$ cat config.mk
export PLATFORM = sky130hd
export DESIGN_NAME = countdown_timer
export DESIGN_NICKNAME = d
export VERILOG_FILES = /design/src/rtl/countdown_timer.sv
export SDC_FILE = /design/constraint.sdc
export NUM_CORES = 1
export LEC_CHECK = 0
export ABC_AREA = 1
export CAP_MARGIN = 20
export CORE_AREA = 3 3 61 63
export CTS_CLUSTER_SIZE = 20
export DETAILED_ROUTE_END_ITERATION = 12
export DIE_AREA = 0 0 64 66
export MAX_ROUTING_LAYER = met4
export PLACE_DENSITY_LB_ADDON = 0.08
export SLEW_MARGIN = 10
export SYNTH_ARGS = -nofsm -noshare
export SYNTH_HDL_FRONTEND = slang
export SYNTH_SLANG_ARGS = --single-unit
export TNS_END_PERCENT = 10
$ cat constraint.sdc
create_clock -name clock -period 3.5 [get_ports clock]
set_clock_uncertainty 0.05 [all_clocks]
set_input_delay 0.7 -clock clock [delete_from_list [all_inputs] [get_ports clock]]
set_output_delay 0.7 -clock clock [all_outputs]
set_load 0.01 [all_outputs]
$ cat src/rtl/countdown_timer.sv
// countdown_timer: BCD mm:ss countdown timer stepped by rising edges of a 1 Hz square wave.
// Optional feature: define COUNTDOWN_ALARM_EN to enable the post-expiry alarm toggle;
// without it the alarm output is tied low and no alarm counter exists.
module countdown_timer #(
   parameter logic [7:0] START_MIN  = 8'h01,
   parameter logic [7:0] START_SEC  = 8'h00,
   parameter int         ALARM_SECS = 10
) (
   input  logic       clock,
   input  logic       reset,
   input  logic       clock_1,
   input  logic       start,
   input  logic       pause,
   input  logic       load,
   input  logic [7:0] load_min,
   input  logic [7:0] load_sec,
   output logic [7:0] min_bcd,
   output logic [7:0] sec_bcd,
   output logic       running,
   output logic       done,
   output logic       alarm
);

   typedef enum logic [1:0] {IDLE, RUN, PAUSE, DONE} state_t;

   state_t     state_q;
   logic [7:0] min_q;
   logic [7:0] sec_q;
   logic       running_q;
   logic       done_q;
   logic       clk1_q;

   logic       sec_pulse_c;
   logic       tick_c;
   logic       load_ok_c;
   logic       time_zero_c;
   logic       dec_zero_c;
   logic [7:0] dec_min_c;
   logic [7:0] dec_sec_c;

   // One-clock pulse on each rising edge of the 1 Hz input
   assign sec_pulse_c = clock_1 & ~clk1_q;

   // A second only counts when no command occupies the cycle; otherwise it is dropped
   assign tick_c = sec_pulse_c & ~load & ~start & ~pause;

   // Load operands must be valid BCD minutes (00-99) and seconds (00-59)
   assign load_ok_c = (load_min[7:4] <= 4'd9) && (load_min[3:0] <= 4'd9) &&
                      (load_sec[7:4] <= 4'd5) && (load_sec[3:0] <= 4'd9);

   assign time_zero_c = (min_q == 8'h00) && (sec_q == 8'h00);

   // One-second BCD decrement with borrow through seconds units, tens and minutes
   always_comb begin
      dec_min_c = min_q;
      dec_sec_c = sec_q;
      if (sec_q[3:0] != 4'd0) begin
         dec_sec_c[3:0] = sec_q[3:0] - 4'd1;
      end else if (sec_q[7:4] != 4'd0) begin
         dec_sec_c = {sec_q[7:4] - 4'd1, 4'd9};
      end else if (!time_zero_c) begin
         dec_sec_c = 8'h59;
         if (min_q[3:0] != 4'd0) begin
            dec_min_c[3:0] = min_q[3:0] - 4'd1;
         end else begin
            dec_min_c = {min_q[7:4] - 4'd1, 4'd9};
         end
      end
   end

   assign dec_zero_c = (dec_min_c == 8'h00) && (dec_sec_c == 8'h00);

   // Timer FSM: command priority load > start > pause > second tick
   always_ff @(posedge clock or posedge reset) begin
      if (reset) begin
         state_q   <= IDLE;
         min_q     <= START_MIN;
         sec_q     <= START_SEC;
         running_q <= 1'b0;
         done_q    <= 1'b0;
         clk1_q    <= 1'b1;
      end else begin
         clk1_q <= clock_1;
         if (load) begin
            if (load_ok_c) begin
               min_q     <= load_min;
               sec_q     <= load_sec;
               state_q   <= IDLE;
               running_q <= 1'b0;
               done_q    <= 1'b0;
            end
         end else if (start) begin
            if ((state_q == IDLE || state_q == PAUSE) && !time_zero_c) begin
               state_q   <= RUN;
               running_q <= 1'b1;
            end
         end else if (pause) begin
            if (state_q == RUN) begin
               state_q   <= PAUSE;
               running_q <= 1'b0;
            end
         end else if (tick_c && state_q == RUN) begin
            min_q <= dec_min_c;
            sec_q <= dec_sec_c;
            if (dec_zero_c) begin
               state_q   <= DONE;
               running_q <= 1'b0;
               done_q    <= 1'b1;
            end
         end
      end
   end

   assign min_bcd = min_q;
   assign sec_bcd = sec_q;
   assign running = running_q;
   assign done    = done_q;

`ifdef COUNTDOWN_ALARM_EN
   localparam int unsigned ACW = (ALARM_SECS < 2) ? 1 : $clog2(ALARM_SECS);

   logic [ACW-1:0] acnt_q;
   logic           alarm_q;

   // Alarm: raised on expiry, toggles once per second in DONE, then held low
   always_ff @(posedge clock or posedge reset) begin
      if (reset) begin
         alarm_q <= 1'b0;
         acnt_q  <= '0;
      end else if (load) begin
         if (load_ok_c) begin
            alarm_q <= 1'b0;
            acnt_q  <= '0;
         end
      end else if (tick_c) begin
         if (state_q == RUN && dec_zero_c) begin
            alarm_q <= 1'b1;
            acnt_q  <= '0;
         end else if (state_q == DONE) begin
            if (int'(acnt_q) + 1 < ALARM_SECS) begin
               alarm_q <= ~alarm_q;
               acnt_q  <= acnt_q + ACW'(1);
            end else begin
               alarm_q <= 1'b0;
            end
         end
      end
   end

   assign alarm = alarm_q;
`else
   assign alarm = 1'b0;
`endif

endmodule

Yosys cells after proc, flatten, opt, wreduce, memory -nomap -nowiden:

Cells that the tools add are included.

* flip-flop bits (word level): 21
* input bits: 22
* output and inout bits: 19

* $add $sub $neg: 4
* $lt $le $gt $ge: 4
* eq/ne operators: 7
* multiplexer cells: 40
* bitwise operators: 8
* reduce and logical (&&, ||, !) cells: 24

Operators with widths (count)
* $mux 8: 15
* $logic_not 8->1: 4
* $reduce_bool 4->1: 5
* $mux 2: 8
* $mux 4: 4
* $sub 4x1->4 const B: 4
* $mux 1: 13
* $le 4x4->1 const B: 3
* $reduce_and 5->1: 2
* $logic_and 1x1->1: 7
* $ne 2x1->1 const B: 3
* $and 1x1->1: 4
* $le 4x3->1 const B: 1
* $ne 4x2->1 const B: 1
* $not 1->1: 4
* $reduce_and 4->1: 1
* $reduce_bool 2->1: 2
* $ne 3x1->1 const B: 1
* $eq 2x1->1 const B: 1
* $eq 2x2->1 const B: 1
* $logic_not 2->1: 1
* $logic_not 1->1: 1
* $logic_or 1x1->1: 1

Depth between registers and ports, before layout:

Gate-level depths: netlist of the first run.

* word-level depth: 12
* gate-level depth with buffers: 17
* mapped depth without buffers: 17

Worst setup path after synthesis of the first run:

Ideal clock, no wire load.

* path type: flip-flop to flip-flop
* from: reg min_q[0], in the netlist min_bcd[0]
* to: reg running_q, in the netlist running
* library setup time: 117 ps
* arrival time: 1863 ps
* data required time: 3333 ps
* slack: 1470 ps
* cell stages (with the launch flop): 17
* buffers on the path: 0
* cell sequence: dfstp_2 -> inv_1 -> ha_1 -> nand2_4 -> nor2_8 -> nor2_8 -> nand2_1 -> nand2_1 -> nand2_1 -> nor2_1 -> nand2_1 -> nor2_2 -> nand2_2 -> nand3_4 -> nand2_2 -> nand2_1 -> nand2_1

* word-level cells in the longest chain between the ends: 9

Ends and longest elaborated chain
* start: declaration: RTL line 27 `logic [7:0] min_q;`
* start signal: assignment: RTL line 86 `min_q <= load_min;`
* start signal: assignment: RTL line 103 `min_q <= dec_min_c;`
* $sub 4x1->4, or another cell as far along: RTL line 64 `dec_min_c[3:0] = min_q[3:0] - 4'd1;`
* $mux 4 / $logic_and 1x1->1 (equally long branches): RTL line 63, 51
* $mux 8: RTL line 61 `end else if (!time_zero_c) begin`
* $mux 8: RTL line 59 `end else if (sec_q[7:4] != 4'd0) begin`
* $mux 8 / $mux 4 (equally long branches): RTL line 57 `if (sec_q[3:0] != 4'd0) begin`
* $logic_not 8->1: RTL line 71 `assign dec_zero_c = (dec_min_c == 8'h00) && (dec_sec_c == 8'h00);`
* $logic_and 1x1->1: RTL line 71
* $reduce_bool 4->1 (no line)
* $reduce_and 5->1 (no line) *
* end signal: assignment: RTL line 79 `running_q <= 1'b0;`
* end signal: assignment: RTL line 89 `running_q <= 1'b0;`
* end signal: assignment: RTL line 95 `running_q <= 1'b1;`
* end: declaration: RTL line 29 `logic running_q;`

Mark *: on every way between the ends. The rest lies on a longest branch, timed or not.
A chain may end at the register's enable or synchronous reset.

Worst setup path after layout of the first run:

* from: in start
* to: reg min_q[3], in the netlist min_bcd[3]

* word-level cells in the longest chain between the ends: 6

Ends and longest elaborated chain
* start: declaration: RTL line 12 `input logic start,`
* $not 1->1: RTL line 45 `assign tick_c = sec_pulse_c & ~load & ~start & ~pause;`
* $and 1x1->1 (2 in series): RTL line 45
* $logic_and 1x1->1: RTL line 102 `end else if (tick_c && state_q == RUN) begin`
* $reduce_bool 2->1 (no line)
* $reduce_and 4->1 (no line) *

Marked as above.

==> results of run 1 <==
## synthesized netlist by cell type (4+ instances only)
| cell | n |
|---|---|
| sky130_fd_sc_hd__a21oi_1 | 10 |
| sky130_fd_sc_hd__buf_2 | 4 |
| sky130_fd_sc_hd__dfrtp_1 | 19 |
| sky130_fd_sc_hd__ha_1 | 7 |
| sky130_fd_sc_hd__inv_1 | 22 |
| sky130_fd_sc_hd__nand2_1 | 47 |
| sky130_fd_sc_hd__nand2_2 | 4 |
| sky130_fd_sc_hd__nand2_4 | 4 |
| sky130_fd_sc_hd__nand3_1 | 19 |
| sky130_fd_sc_hd__nor2_1 | 30 |
| sky130_fd_sc_hd__o21ai_0 | 20 |
| sky130_fd_sc_hd__o22ai_1 | 12 |
## sequential cells by signal, summed over array words and instances, names as in the netlist
register,cells
min_bcd,8
sec_bcd,8
state_q,2
clk1_q,1
done,1
running,1
## routing by layer
metal | track usage | vias to the layer above
met3 | 0.0255 | 4
met1 | 0.300 | 791
met2 | 0.368 | 40
li1 | - | 856
met4 | 0.0404 | 0
met5 | - | -
## worst register-to-register path: stages, from the launching register on
cell and delay [ns]:
sky130_fd_sc_hd__dfrtp_1 0.39, sky130_fd_sc_hd__inv_1 0.18, sky130_fd_sc_hd__ha_1 0.23, sky130_fd_sc_hd__nand3_4 0.17
sky130_fd_sc_hd__nor2_8 0.22, sky130_fd_sc_hd__nand2_4 0.11, sky130_fd_sc_hd__nand3_1 0.08, sky130_fd_sc_hd__nand3_1 0.10
sky130_fd_sc_hd__nand2_1 0.09, sky130_fd_sc_hd__nand3_1 0.09, sky130_fd_sc_hd__nor2_2 0.12, sky130_fd_sc_hd__nand2_2 0.08
sky130_fd_sc_hd__nand3_4 0.08, sky130_fd_sc_hd__nand2_2 0.07, sky130_fd_sc_hd__nand2_1 0.07, sky130_fd_sc_hd__nand2_1 0.05
## report_power, final
group	internal (mW)	total [mW]	leakage [nW]	switching, mW
combinational	0.205	0.459	0.775	0.253
sequential	0.290	0.337	0.253	0.0476
clock	0.0444	0.119	0.0150	0.0747
## worst paths after layout
check	start	endpoint	slack [ns]	depth (start not counted)
min reg2reg	state_q[0]	state_q[0]	0.44	2
min	state_q[0]	state_q[0]	0.44	2
max reg2reg	sec_bcd[0]	state_q[0]	1.22	15
min in group asynchronous	reset	min_bcd[4]	0.80	2
max in group asynchronous	reset	sec_bcd[2]	2.07	2
max	start	min_bcd[3]	0.97	8
## kinds of logic after synthesis
group,after synthesis
xor+xnor,2
fa+ha+maj,7
flops,21
compound gates,46
buf+inv,36
other cells,1
simple gates,125
## metrics by stage
stage	utilization	instances
2_1_floorplan	-	238
3_3_place_gp	0.654	317
3_5_place_dp	0.654	317
4_1_cts	0.662	321
5_1_grt	0.662	321
6_report	0.662	321
## final cells by class
class                           instances  share of cell area
Sequential cell                        21               0.243
Timing Repair Buffer                   41               0.186
Inverter                               28              0.0524
Clock buffer                            4              0.0121
Tap cell                               46              0.0265
Multi-Input combinational cell        181               0.480
==> impl_summary.txt, run 1 <==
----------------------------------------------------
[Clocking]
  Post-cts sizing count ... 0
  Bufs on Longest Clock Path ... 2
  Cts-stage hold buffer count ... 0
  Clock latency of the later-clocked register in the worst-skew pair ... 0.30 ns
  Buffers inserted by post-CTS timing repair ... 0
  Clk pin slew, worst setup/hold paths ... 0.12 ns
  Number of clock buffers inserted by TritonCTS ... 3
  Clock sink count ... 21
  Clock tree from TritonCTS ... built
  Clock Tree Root ... sky130_fd_sc_hd__clkbuf_4
  Max H-tree Level ... 1

[Floorplanning]
  Overall die height ... 66 um
  Horiz. Die Dim ... 64 um
  Initial cell density of the core ... 0.526
  Total die area ... 4220 um2
  Area of the core ... 3280 um2
  Boundary pin count ... 41
  Number of standard-cell rows in the floorplan ... 21

[Synthesis]
  Area share of the largest cell type after synthesis ... 0.275
  Yosys Warn Count ... 0
  Compound-cell area share of the yosys netlist ... 0.154
  Number of flops mapped to enable cells by yosys ... 0
  Adder and majority cell fraction of the synthesized area ... 0.0507
  Proportion of register bits with asynchronous set or reset after synthesis ... 1.00
  Area leader, netlist ... sky130_fd_sc_hd__dfrtp_1
  Simple-gate share of the synthesized area ... 0.387
  Cell types with the largest area share after synthesis ... sky130_fd_sc_hd__dfrtp_1 (28%), sky130_fd_sc_hd__nand2_1 (10%), sky130_fd_sc_hd__nor2_1 (6.5%)
  Xor/xnor share of the synthesized area ... 0.0101
  Syn_area_per_cell ... 7.26 um2
  Netlist cell types ... 33
  Main combinational cell family by area after synthesis ... simple AND/OR/NAND/NOR gates
  Seq/Total Area, Yosys ... 0.306
  Synthesis-stage register bit count ... 21
  Multiplexer share of the synthesized area ... 0
  Post-synthesis instance total ... 238
  Mapped Nets ... 267
  Flip-flop cell with the highest count after synthesis ... sky130_fd_sc_hd__dfrtp_1
  Summed instance area of the synthesized netlist ... 1730 um2

[Timing]
  Fin crit share ... 0.724
  Achievable Freq ... 395 MHz
  Setup repair after global routing missed its margin ... no
  Worst hold margin ... 0.438 ns
  Post-Route Setup TNS ... 0 ns
  Relative slew slack ... 0.434
  Slew at the pin with the worst max-slew slack ... 0.848 ns
  Fin crit period ... 2.53 ns
  Final Max Tran Viols ... 0
  Final setup margin ... 0.966 ns
  Final setup viols ... 0
  Final Hold Fails ... 0

[Final layout]
  Layout filler cell count ... 301
  Top library cells by usage in the layout, fill and taps aside ... sky130_fd_sc_hd__nand2_1 (47), sky130_fd_sc_hd__clkdlybuf4s50_1 (39), sky130_fd_sc_hd__nor2_1 (30)
  Multi-input combinational cell area ... 1040 um2
  Leading cell type in the layout, fill and taps excluded ... sky130_fd_sc_hd__nand2_1
  NumNets Final ... 305
  Layout overhead on the synthesized area ... 25.9%
  Diodes inserted ... 0
  Post-route cell area ... 2170 um2
  Combined flip-flop and latch cell area ... 528 um2
  Layout cells sized above 1 ... 0.131

[Route]
  Top layer reached by signal wires ... met4
  Wire length on met1 ... 2.02 mm
  Total wire length after detailed routing ... 4.16 mm
  Number of DRC markers after the initial detailed-route iteration ... 84
  DRC viols ... 0
  Routed wire length per instance ... 13.0 um
  Number of vias per cell ... 5.27
  Routed met3 length ... 170 um
  Vias ... 1,691
  Sum of met2 wire segment lengths after detailed routing ... 1.95 mm
  First-pass iteration count of the detailed router ... 4
  Routed Antenna Nets ... 0

[Place]
  Post-place setup slack ... 0.687 ns
  # port buffers ... 39
  Final RePlAce weighted congestion ... 0.942
  Post-Place Cell Area ... 2150 um2
  Final HPWL DP ... 3.29 mm

[Critical path]
  Gate family responsible for the most delay along the worst path ... buffers and inverters
  Worst path arrival time ... 2.71 ns
  Startpoint type of the worst setup path ... primary input
  Max stage delay cell, worst path ... sky130_fd_sc_hd__inv_1
  Kind of critical path ... primary input to register
  Largest fanout of any net on the critical path ... 29
  Required time of the critical path ... 3.68 ns
  Worst Path Buf+Inv ... 2
  CP most frequent cell ... sky130_fd_sc_hd__nand2_1
  Highest cell delay on the worst timing path ... 0.56 ns
  Cells along the critical path ... clkdlybuf4s50_1 -> nor2_1 -> nand4_1 -> nand2_1 -> nand2_1 -> inv_1 -> o21ai_0 -> o22ai_1
  CP Capture Type ... register

[Job]
  Number of max-cap violations ... 0

[Pwr]
  Leakage ... 1.04 nW
  Total power per unit cell area ... 421 nW/um2
  Final Total Pwr ... 915 uW
  Max rail drop VDD ... 0.170 mV

[Status]
  Status ... finished, final reports clean

[Global route]
  Global-route usage over all layers ... 0.223
  First-pass GRT wire length ... 7.34 mm
  Total gr overflow ... 0
  Number of global-route vias before repair ... 1,613
  Maximum number of pins on one net before global-route repair ... 30
  Initial antenna violation count ... 0

[Worst hold path]
  Worst hold path class ... register to register

----------------------------------------------------
Note: power is estimated with default switching activity, not from simulation.
==> inputs of run 2 (changes only) <==
Settings changed: CORE_AREA 3 3 61 63 to 3 3 63 65, DIE_AREA 0 0 64 66 to 0 0 66 68.
Clock period 3.5 ns to 2.5 ns, I/O delays scaled along.
==> impl_summary.txt, run 2 (synthesized netlist as in run 1, its figures left out) <==
----------------------------------------------------
[Critical path]
  Slack of the worst reg-to-reg path ... 0.27 ns (-0.95 ns)
  CP most frequent cell ... sky130_fd_sc_hd__nand2_1
  Cells along the critical path ... inv_1 -> ha_1 -> nand2_4 -> nor2_8 -> nor2_8 -> nand2_1 -> nand2_1 -> nand2_1 -> nor2_1 -> nand2_1 -> nor2_2 -> nand2_2 -> nand3_4 -> nand2_2 -> nand2_1 -> nand2_1
  Max stage delay cell, worst path ... sky130_fd_sc_hd__dfstp_2
  Logic depth of the worst register-to-register path ... 16 (+1)
  Required time of the critical path ... 2.67 ns (-1.01 ns)
  Kind of critical path ... register to register
  Largest fanout of any net on the critical path ... 8 (-72%)
  Worst path arrival time ... 2.40 ns (-0.31 ns)
  Destination of the worst register-to-register timing path ... state_q[0]
  CP Capture Type ... register
  Gate family responsible for the most delay along the worst path ... simple AND/OR/NAND/NOR gates
  Worst reg2reg path startpoint ... min_bcd[0]
  Worst Path Buf+Inv ... 1 (-1)
  First element of the critical path ... min_bcd[0]
  Startpoint type of the worst setup path ... register
  Highest cell delay on the worst timing path ... 0.58 ns (+0.02 ns)

[Timing]
  Achievable Freq ... 448 MHz
  Fin crit period ... 2.23 ns
  Final setup viols ... 0 (unchanged)
  Final Max Tran Viols ... 0 (unchanged)
  Post-Route Setup TNS ... 0 ns (unchanged)
  Setup repair after global routing missed its margin ... no
  Fin crit share ... 0.893
  Final Hold Fails ... 0 (unchanged)

[Clocking]
  Bufs on Longest Clock Path ... 2 (unchanged)
  Max H-tree Level ... 1 (unchanged)
  Clock latency of the later-clocked register in the worst-skew pair ... 0.31 ns (about the same)
  Cts-stage hold buffer count ... 0 (unchanged)
  Clock sink count ... 21 (unchanged)
  Clock Tree Root ... sky130_fd_sc_hd__clkbuf_4
  Clock tree from TritonCTS ... built
  Clk pin slew, worst setup/hold paths ... 0.12 ns (about the same)
  Number of clock buffers inserted by TritonCTS ... 3 (unchanged)

[Final layout]
  Layout overhead on the synthesized area ... 28.3%
  Diodes inserted ... 0 (unchanged)
  Layout filler cell count ... 301 (unchanged)
  Leading cell type in the layout, fill and taps excluded ... sky130_fd_sc_hd__nand2_1
  Non-filler cells in the finished layout ... 326 (+1.6%)
  NumNets Final ... 310 (+1.6%)
  Top library cells by usage in the layout, fill and taps aside ... sky130_fd_sc_hd__nand2_1 (47), sky130_fd_sc_hd__clkdlybuf4s50_1 (39), sky130_fd_sc_hd__nor2_1 (30)
  Layout cells sized above 1 ... 0.161 (+0.0298)

[Pwr]
  Leakage ... 1.06 nW (+1.9%)
  Total power per unit cell area ... 584 nW/um2 (+39%)
  Max rail drop VDD ... 0.340 mV (+99%)
  Final Total Pwr ... 1.30 mW (+42%)

[Global route]
  Global-route usage over all layers ... 0.226 (+0.00279)
  Total gr overflow ... 0 (unchanged)
  Maximum number of pins on one net before global-route repair ... 23 (-23%)
  Initial antenna violation count ... 0 (unchanged)
  First-pass GRT wire length ... 7.60 mm (+3.6%)
  Number of global-route vias before repair ... 1,662 (+3.0%)

[Worst hold path]
  Worst hold path class ... primary input to asynchronous set/reset pin

[Route]
  DRC viols ... 0 (unchanged)
  Routed Antenna Nets ... 0 (unchanged)
  Vias ... 1,722 (+1.8%)
  Routed wire length per instance ... 13.3 um (+2.9%)
  Number of DRC markers after the initial detailed-route iteration ... 151 (+80%)
  Number of vias per cell ... 5.28 (+0.27%)
  First-pass iteration count of the detailed router ... 4 (unchanged)
  Total wire length after detailed routing ... 4.35 mm (+4.5%)

[Floorplanning]
  Area of the core ... 3390 um2 (+3.2%)
  Boundary pin count ... 41 (unchanged)
  Initial cell density of the core ... 0.510 (-0.0163)
  Number of standard-cell rows in the floorplan ... 21 (unchanged)
  Total die area ... 4490 um2 (+6.3%)
  Overall die height ... 68 um (+3.0%)
  Horiz. Die Dim ... 66 um (+3.1%)

[Status]
  Status ... finished, final reports clean

[Place]
  Cell total after placement ... 321 (+1.3%)
  Final HPWL DP ... 3.43 mm (+4.3%)
  Final RePlAce weighted congestion ... 0.910 (-3.4%)
  # port buffers ... 39 (unchanged)

[Job]
  Number of max-cap violations ... 0 (unchanged)

----------------------------------------------------
run 2: how the worst max path moves through the flow:
stage	end	slack (ns)	cells past startpoint
final	state_q[0]	0.27	16
after global routing	state_q[0]	0.003	17
after CTS	state_q[0]	0.21	17
after detailed placement	min_bcd[3]	0.19	9
after global placement	done	0.27	17
after floorplan	running	0.47	16
run 2: final cells by class:
cell class / count / area [um2] / area share
multi-input cells: 181 / 1050 / 0.473
flip-flops and latches: 21 / 528 / 0.238
repair buffers: 46 / 443 / 0.200
inverters: 28 / 114 / 0.0514
well taps: 46 / 57.6 / 0.0260
clock buffers: 4 / 26.3 / 0.0119
run 2: metrics by stage:
stage | worst slack, ns | util | hold slack [ns] | instance area [um2]
after floorplan | 0.470 | - | 0.392 | 1730
final | 0.267 | 0.654 | 0.387 | 2220
after global placement | 0.272 | 0.643 | 0.407 | 2180
after global routing | 0.00296 | 0.654 | 0.401 | 2220
after CTS | 0.214 | 0.650 | 0.385 | 2200
after detailed placement | 0.190 | 0.643 | 0.409 | 2180
run 2: per-layer routing:
layer	up-vias	global-route usage	share of wire
li1	872	-	-
met3	2	0.0460	0.062
met2	51	0.365	0.45
met1	797	0.303	0.48
met5	-	-	0
met4	0	0.0279	0.0032
run 2: where the power goes:
group          switching [mW]  internal, mW  total (mW)
Clock                   0.109        0.0624       0.171
Sequential             0.0630         0.405       0.468
Combinational           0.357         0.299       0.656
run 2: what timing repair did:
| item | in CTS | in global routing |
|---|---|---|
| gates resized for setup | 0 | 4 |
| setup endpoints to repair | 0 | 4 |
| setup buffers | 0 | 1 |
